==> src/rtl/cache_pkg.sv <==
// cache_pkg: shared state enum, byte-lane type and address-field widths for the write-back data cache.
package cache_pkg;
   typedef enum logic [1:0] {IDLE, WRITEBACK, REFILL} state_t;
   typedef logic [7:0] byte_t;
   function automatic int off_w(input int words);
      return $clog2(words);
   endfunction
   function automatic int idx_w(input int lines);
      return $clog2(lines);
   endfunction
   localparam int OFF_W = off_w(4);
   localparam int IDX_W = idx_w(16);
   localparam int TAG_W = 30 - OFF_W - IDX_W;
endpackage

==> src/rtl/cache_line_store.sv <==
// cache_line_store: valid/dirty/tag/data arrays with byte-lane synchronous write and combinational read.
module cache_line_store
   import cache_pkg::*;
#(
   parameter int LINES = 16,
   parameter int WORDS = 4,
   parameter int IW = IDX_W,
   parameter int TW = TAG_W,
   parameter int CW = OFF_W
) (
   input  logic          clk,
   input  logic          reset,
   input  logic [IW-1:0] idx_i,
   input  logic [CW-1:0] woff_i,
   output logic          valid_o,
   output logic          dirty_o,
   output logic [TW-1:0] tag_o,
   output logic [31:0]   word_o,
   input  logic          wr_en_i,
   input  logic [3:0]    wr_be_i,
   input  logic [31:0]   wr_data_i,
   input  logic          meta_we_i,
   input  logic          meta_valid_i,
   input  logic          meta_dirty_i,
   input  logic [TW-1:0] meta_tag_i
);
   localparam int AW = IW + $clog2(WORDS);
   logic [LINES-1:0] valid_q, dirty_q;
   logic [TW-1:0] tag_q [LINES];
   logic [31:0] data_q [LINES*WORDS];
   logic [AW-1:0] a;
   assign a = AW'(int'(idx_i) * WORDS + int'(woff_i));
   assign valid_o = valid_q[idx_i];
   assign dirty_o = dirty_q[idx_i];
   assign tag_o = tag_q[idx_i];
   assign word_o = data_q[a];
   always_ff @(posedge clk) begin
      if (reset) begin
         valid_q <= '0;
         dirty_q <= '0;
      end else if (meta_we_i) begin
         valid_q[idx_i] <= meta_valid_i;
         dirty_q[idx_i] <= meta_dirty_i;
      end
   end
   // Payload arrays are deliberately left unreset; valid gates their use.
   always_ff @(posedge clk) begin
      if (meta_we_i)
         tag_q[idx_i] <= meta_tag_i;
      if (wr_en_i)
         for (int b = 0; b < 4; b++)
            if (wr_be_i[b])
               data_q[a][8*b +: 8] <= wr_data_i[8*b +: 8];
   end
endmodule

==> src/rtl/cache_wb_dm.sv <==
// cache_wb_dm: direct-mapped write-back data cache; hits answer in the request cycle,
// misses stall through ready while the block is written back and/or refilled word by word.
module cache_wb_dm
   import cache_pkg::*;
#(
   parameter int LINES = 16,
   parameter int WORDS_PER_BLOCK = 4,
   parameter int MEM_LATENCY = 1
) (
   input  logic        clk,
   input  logic        reset,
   input  logic [31:0] mem_addr,
   input  logic [31:0] data_in,
   input  logic [31:0] mem_data_out,
   input  logic        byte_mode,
   input  logic        write_enable,
   input  logic        enable,
   output logic [31:0] data_out,
   output logic [31:0] output_mem_addr,
   output logic [31:0] mem_data_in,
   output logic        mem_write_en,
   output logic        ready
);
   localparam int OW = off_w(WORDS_PER_BLOCK);
   localparam int IW = idx_w(LINES);
   localparam int TW = 30 - OW - IW;
   localparam int CW = (OW > 0) ? OW : 1;
   localparam int LW = (MEM_LATENCY > 1) ? $clog2(MEM_LATENCY) : 1;
   localparam int IDX_SH = OW + 2;
   localparam int TAG_SH = IW + OW + 2;
   state_t state_q, state_d;
   logic [CW-1:0] cnt_q, cnt_d;
   logic [LW-1:0] lat_q, lat_d;
   logic [TW-1:0] vtag_q, vtag_d, rtag_q, rtag_d, req_tag, rd_tag, meta_tag;
   logic [IW-1:0] idx_q, idx_d, req_idx, st_idx;
   logic [CW-1:0] req_woff, st_woff;
   logic rd_valid, rd_dirty, hit, last_lat, last_word;
   logic wr_en, meta_we, meta_dirty;
   logic [3:0] wr_be;
   logic [31:0] rd_word, wr_data, blk;
   byte_t rd_byte;
   assign req_tag = TW'(mem_addr >> TAG_SH);
   assign req_idx = IW'(mem_addr >> IDX_SH);
   assign req_woff = CW'((mem_addr >> 2) & 32'(WORDS_PER_BLOCK - 1));
   // The store is addressed by the live request in IDLE and by the latched miss otherwise.
   assign st_idx = (state_q == IDLE) ? req_idx : idx_q;
   assign st_woff = (state_q == IDLE) ? req_woff : cnt_q;
   assign hit = enable && rd_valid && (rd_tag == req_tag);
   assign last_lat = lat_q == LW'(MEM_LATENCY - 1);
   assign last_word = cnt_q == CW'(WORDS_PER_BLOCK - 1);
   assign rd_byte = byte_t'(rd_word >> {mem_addr[1:0], 3'b000});
   assign blk = (32'(idx_q) << IDX_SH) | (32'(cnt_q) << 2);
   cache_line_store #(
      .LINES(LINES),
      .WORDS(WORDS_PER_BLOCK),
      .IW(IW),
      .TW(TW),
      .CW(CW)
   ) u_store (
      .clk(clk),
      .reset(reset),
      .idx_i(st_idx),
      .woff_i(st_woff),
      .valid_o(rd_valid),
      .dirty_o(rd_dirty),
      .tag_o(rd_tag),
      .word_o(rd_word),
      .wr_en_i(wr_en),
      .wr_be_i(wr_be),
      .wr_data_i(wr_data),
      .meta_we_i(meta_we),
      .meta_valid_i(1'b1),
      .meta_dirty_i(meta_dirty),
      .meta_tag_i(meta_tag)
   );
   always_comb begin
      state_d = state_q;
      cnt_d = cnt_q;
      lat_d = lat_q;
      vtag_d = vtag_q;
      rtag_d = rtag_q;
      idx_d = idx_q;
      ready = 1'b0;
      data_out = '0;
      output_mem_addr = {mem_addr[31:2], 2'b00};
      mem_data_in = '0;
      mem_write_en = 1'b0;
      wr_en = 1'b0;
      wr_be = 4'hF;
      wr_data = mem_data_out;
      meta_we = 1'b0;
      meta_dirty = 1'b0;
      meta_tag = rtag_q;
      case (state_q)
         IDLE: begin
            ready = hit;
            data_out = !hit ? '0 : byte_mode ? {24'h0, rd_byte} : rd_word;
            if (hit && write_enable) begin
               wr_en = 1'b1;
               wr_be = byte_mode ? 4'b0001 << mem_addr[1:0] : 4'hF;
               wr_data = byte_mode ? {4{data_in[7:0]}} : data_in;
               meta_we = 1'b1;
               meta_dirty = 1'b1;
               meta_tag = req_tag;
            end else if (enable && !hit) begin
               idx_d = req_idx;
               rtag_d = req_tag;
               vtag_d = rd_tag;
               cnt_d = '0;
               lat_d = '0;
               state_d = (rd_valid && rd_dirty) ? WRITEBACK : REFILL;
            end
         end
         WRITEBACK: begin
            output_mem_addr = (32'(vtag_q) << TAG_SH) | blk;
            mem_data_in = rd_word;
            mem_write_en = 1'b1;
            lat_d = last_lat ? '0 : lat_q + 1'b1;
            if (last_lat) begin
               cnt_d = last_word ? '0 : cnt_q + 1'b1;
               if (last_word) begin
                  meta_we = 1'b1;
                  meta_tag = vtag_q;
                  state_d = REFILL;
               end
            end
         end
         REFILL: begin
            output_mem_addr = (32'(rtag_q) << TAG_SH) | blk;
            lat_d = last_lat ? '0 : lat_q + 1'b1;
            if (last_lat) begin
               wr_en = 1'b1;
               cnt_d = last_word ? '0 : cnt_q + 1'b1;
               if (last_word) begin
                  meta_we = 1'b1;
                  state_d = IDLE;
               end
            end
         end
         default: state_d = IDLE;
      endcase
      if (reset) begin
         ready = 1'b0;
         data_out = '0;
         mem_write_en = 1'b0;
         wr_en = 1'b0;
         meta_we = 1'b0;
      end
   end
   always_ff @(posedge clk) begin
      if (reset) begin
         state_q <= IDLE;
         cnt_q <= '0;
         lat_q <= '0;
      end else begin
         state_q <= state_d;
         cnt_q <= cnt_d;
         lat_q <= lat_d;
      end
   end
   always_ff @(posedge clk) begin
      vtag_q <= vtag_d;
      rtag_q <= rtag_d;
      idx_q <= idx_d;
   end
endmodule

==> config.mk <==
export PLATFORM = sky130hd
export DESIGN_NAME = cache_wb_dm
export DESIGN_NICKNAME = d
export VERILOG_FILES = /design/src/rtl/cache_pkg.sv /design/src/rtl/cache_line_store.sv /design/src/rtl/cache_wb_dm.sv
export SDC_FILE = /design/constraint.sdc
export NUM_CORES = 2
export LEC_CHECK = 0
export ABC_AREA = 1
export CELL_PAD_IN_SITES_DETAIL_PLACEMENT = 1
export CELL_PAD_IN_SITES_GLOBAL_PLACEMENT = 2
export CORE_ASPECT_RATIO = 2
export CORE_MARGIN = 2
export CORE_UTILIZATION = 45
export DETAILED_ROUTE_END_ITERATION = 8
export PLACE_DENSITY = 0.89
export SLEW_MARGIN = 5
export SYNTH_ARGS = -nofsm -noshare
export SYNTH_HDL_FRONTEND = slang
export SYNTH_SLANG_ARGS = --single-unit
==> constraint.sdc <==
create_clock -name clk -period 5.85 [get_ports clk]
set_input_delay 1.17 -clock clk [delete_from_list [all_inputs] [get_ports clk]]
set_output_delay 1.17 -clock clk [all_outputs]
set_load 0.05 [all_outputs]
==> results <==
- The final hold slack is 0.453 ns.
- The initial core utilization is between 40% and 50%.
- The number of placement rows is around 240.
- The number of hold violations in the final report was 0.
- The HPWL reported at the end of detailed placement is roughly 250000 um.
- The die covers around 220000 um2.
- The via count of the first global-routing pass was between 70000 and 80000.
- The final-report max-slew violation count is 0.
- VDD sags by at most around 0.00026 V.
- The cell leakage power is 0.0437 uW.
- The start point of the worst hold path is u_store.valid_q[2]$_SDFFE_PP0P_.
- TritonCTS built the clock tree.
- The TritonCTS sink count is between 2000 and 3000.
- The level count of the clock H-tree is 4.
- The most used flip-flop cell after synthesis is edfxtp_1.
- The remaining global-route overflow is 0.
- The total power draw is 59500 uW.
- The layout has 20900 filler cells.
- Setup slack on the critical path of the routed design comes to -0.180 ns.
- Counting I/O delays and the setup requirement, the final critical path takes between 6 and 7 ns.
- The number of register bits inferred by synthesis is approximately 2500.
- The checks that failed: negative setup slack.
- Counting instances, the worst hold path has a depth of 2.
- The endpoint arrival time on the critical path is 4.86 ns.
- The clock passes through at most 4 buffers.
- The final estimated routing congestion in global placement is slightly below 1.
- The maximum net fanout on the critical path is 13.
- The category of the critical setup timing path is reg2out.
- The run finished, with violations left.
- Synthesis handed over a netlist of ~7300 instances.
- In the final layout, the multi-input gates occupy ~22000 um2.
- In the global route stage, overall resource usage came out at around a third.
- The height of the die is 667 um.
- The tree is rooted in a clkbuf_16.
- The quantity of I/O buffers inserted on ports is ~200.
- STA classifies the critical path startpoint as a flop.
- Based on the critical path, the design can be clocked at up to around 170 MHz.
- The data required time at the worst endpoint is approximately 4.7 ns.
- The minimum setup slack among reg-to-reg paths is between 0.5 and 0.6 ns.
- The detailed router finished its first iteration with 8906 violations.
- The reg-to-reg endpoint is u_store.data_q[2][23]$_DFFE_PP_.
- The net count reported at finish is 8393.
- The layer with the highest usage is met2.
- Setup repair after global routing could not meet its margin everywhere.
- The count of maximum capacitance violations is 0.
- The internal portion of the total power is ~37000 uW.
- The area of the core is 219000 um2.
- At the later pin of the worst-skew pair, clock insertion delay measures approximately 0.92 ns.
- The met3 usage is under 10%.
- The die span in x is roughly 340 um.
- Counting cells, the worst reg-to-reg path comes to 30.
- The first TritonRoute pass finished after 6 iterations.
- The detailed-route wire length is just over 400000 um.
- The kind of path behind the tightest hold check is reg2reg.
- The initial antenna violation count is 33.
- The sequential share of power is roughly 35%.
- A synthesized cell averages roughly 14 um2.
- The path with the worst hold slack has its endpoint at u_store.valid_q[2]$_SDFFE_PP0P_.
- The count of placed standard cells in the final layout, fillers left out is about 11000.
- For met2 alone, demand over resource in global routing was 58.0%.
- Using the TritonRoute via totals, the vias-per-cell ratio works out to 6.38.
- Of the total power, the clock network draws approximately 25%.
- The most common library cell in the layout ignoring fill and taps is edfxtp_1.
- Counting the buffers created by CTS gives between 200 and 250.
- Yosys mapped a number of flops with a built-in enable equal to around 2500.
- The final standard cell utilization of the core is between 50% and 60%.
- Across all layers, the routed design uses approximately 70000 vias.
- Of the cells placed in the final design, the portion with a size suffix greater than 1 is roughly 23%.
- The area of all sequential standard cells is about 75000 um2.
- The fraction of power spent switching nets is 37.9%.
- The worst pin sits at a relative slew slack of 8.74%.
- The synthesized cell area is ~99000 um2.
- The clock slew seen by the registers of the worst setup and hold paths is approximately 0.070 ns.
- The analysis attributes to net switching a power of around 23000 uW.
- For this run, the number of Yosys warnings is 0.
- The worst-case clock skew is 0.0761 ns.
- The share of flip-flops with an asynchronous set or reset is 0%.
- The startpoint identified for the worst register-to-register timing path is state_q[0]$_SDFFE_PP0P_.
- In the layout the commonest cells are edfxtp_1, nand2_1, o22ai_1.
- The total of endpoints with negative setup slack in the final report is 17.
- The met1 demand-to-capacity share in global routing is between 30% and 40%.
- The power per unit of standard cell area is 485 nW/um2.
- The cell count after placement is between 10000 and 15000.
- The fraction of power consumed by combinational cells is 41.0%.
- The number of placed I/O pins is a little under 200.
- The average wire length per cell after detail routing is ~36 um.
- The sort of element at the end of the critical path is an output port.
- The remaining number of nets flagged by the antenna check after routing is 0.
- The final period utilization is 103%.
- The share of the yosys chip area belonging to registers is between 70% and 80%.
- The count of cell types in the netlist is 50.
- The detailed-route DRC error count is 0.
- The first-pass GRT wire length is 535000 um.
- Relative to the synthesized area, the layout overhead comes to 24.1%.
- At the pin with the least slew margin, the transition time is around 1.4 ns.
- The maximum number of pins on one net before global-route repair is 65.
## registers in the layout, indices dropped and copies added, names as in the netlist
register,cells
u_store.dirty_q,16
vtag_q,24
rtag_q,24
state_q,2
cnt_q,2
u_store.data_q,2048
u_store.tag_q,384
u_store.valid_q,16
idx_q,4
## Yosys cell counts, types with 5 or more instances
cell type,instances,area share (%)
o21ai_0,224,1.1
nand3b_1,26,0.20
o21a_1,21,0.16
mux2_2,8,0.091
nor2_1,674,2.6
nor3_1,70,0.35
o22ai_1,729,4.6
nand4_1,36,0.23
edfxtp_1,2484,75
and3_1,5,0.032
o41ai_1,50,0.44
dfxtp_1,36,0.73
o2111ai_1,66,0.58
a21oi_1,51,0.26
clkbuf_1,151,0.57
o221ai_1,66,0.58
buf_6,39,0.44
buf_2,163,0.82
or2_2,186,1.2
mux2i_1,24,0.24
a31oi_1,9,0.057
buf_1,40,0.15
buf_4,17,0.13
inv_1,423,1.6
nand3_1,91,0.46
o211ai_1,42,0.32
o22a_1,76,0.67
nor2_2,9,0.057
nand2_1,1347,5.1
ha_1,5,0.063
o21ai_1,58,0.29
a22o_1,6,0.053
o31ai_1,17,0.13
## routing by layer
layer	share of wire (%)	wire, um	up-vias
met5	0.045	183	-
met4	12	49500	30
met3	9.2	37200	2061
met2	49	198000	5274
met1	29	118000	35900
li1	-	-	28900
## cells by family (layout without fill, tap and decap cells)
logic type	after synthesis	after routing	share of synthesized area (%)
buffers and inverters	839	2010	3.75
AND/OR/NAND/NOR	2459	2460	10.3
flip-flops	2520	2520	76.1
other	1	28	0.00379
multiplexers	32	32	0.334
adder cells (fa/ha/maj)	5	5	0.0632
AO/OA/AOI/OAI	1424	1424	9.42
## through the flow
stage | cell area [um2] | setup TNS, ns | setup WS, ns
after detailed placement | 111000 | -1895.90 | -0.887
after floorplan | 99000 | 0 | 0.513
after CTS | 120000 | -0.0708 | -0.0250
after global placement | 111000 | -1776.18 | -0.898
after global routing | 123000 | -4.82 | -0.297
final | 123000 | -1.34 | -0.180
## what timing repair did
item	4_1_cts	5_1_grt
setup endpoints to repair	558	48
hold buffers	0	0
setup buffers	56	56
pin swaps	68	144
cloned	17	29
gates resized for setup	273	328
## power groups by stage
| stage | Sequential (uW) | Combinational (uW) | Clock (uW) |
|---|---|---|---|
| 2_1_floorplan | 20900 | 8760 | 0 |
| 3_3_place_gp | 20900 | 18800 | 0 |
| 3_5_place_dp | 20900 | 19300 | 0 |
| 4_1_cts | 20500 | 21200 | 14500 |
| 5_1_grt | 20500 | 24900 | 15100 |
| 6_report | 20500 | 24400 | 14600 |
## layout make-up
cell class	instances	area share (%)
flip-flops and latches	2520	61.3
well taps	2817	2.87
repair buffers	1202	11.2
clock inverters	141	1.14
inverters	429	1.33
clock buffers	238	4.42
diodes	26	0.0530
multi-input cells	3923	17.7
## worst max-delay path by stage
stage | startpoint | endpoint | slack (ns) | depth (start not counted)
global route | state_q[0]$_SDFFE_PP0P_ | data_out[0] | -0.30 | 25
floorplan | mem_addr[4] | data_out[11] | 0.51 | 24
global placement | mem_addr[4] | data_out[17] | -0.90 | 26
finish | state_q[1]$_SDFFE_PP0P_ | data_out[3] | -0.18 | 24
CTS | state_q[1]$_SDFFE_PP0P_ | data_out[4] | -0.02 | 24
detailed placement | mem_addr[4] | data_out[15] | -0.89 | 27
## critical path, stage by stage, from the launching register on
cell and delay [ns]:
dfxtp_2 0.34, inv_2 0.05, ha_4 0.19, buf_8 0.16, nand2_8 0.08, nand2_8 0.08, buf_12 0.16, nand3_4 0.14
buf_12 0.15, buf_12 0.13, clkbuf_16 0.18, or2_2 0.12, o21ai_0 0.11, nor2_1 0.23, o221ai_1 0.21, o21ai_0 0.27
nand2_1 0.12, nor2_1 0.19, nand2_2 0.16, nand2_1 0.16, nand3_2 0.15, nand2_4 0.19, nand2_4 0.08, nor2_4 0.11
buf_12 0.14
Power figures use the tool's default switching activity.
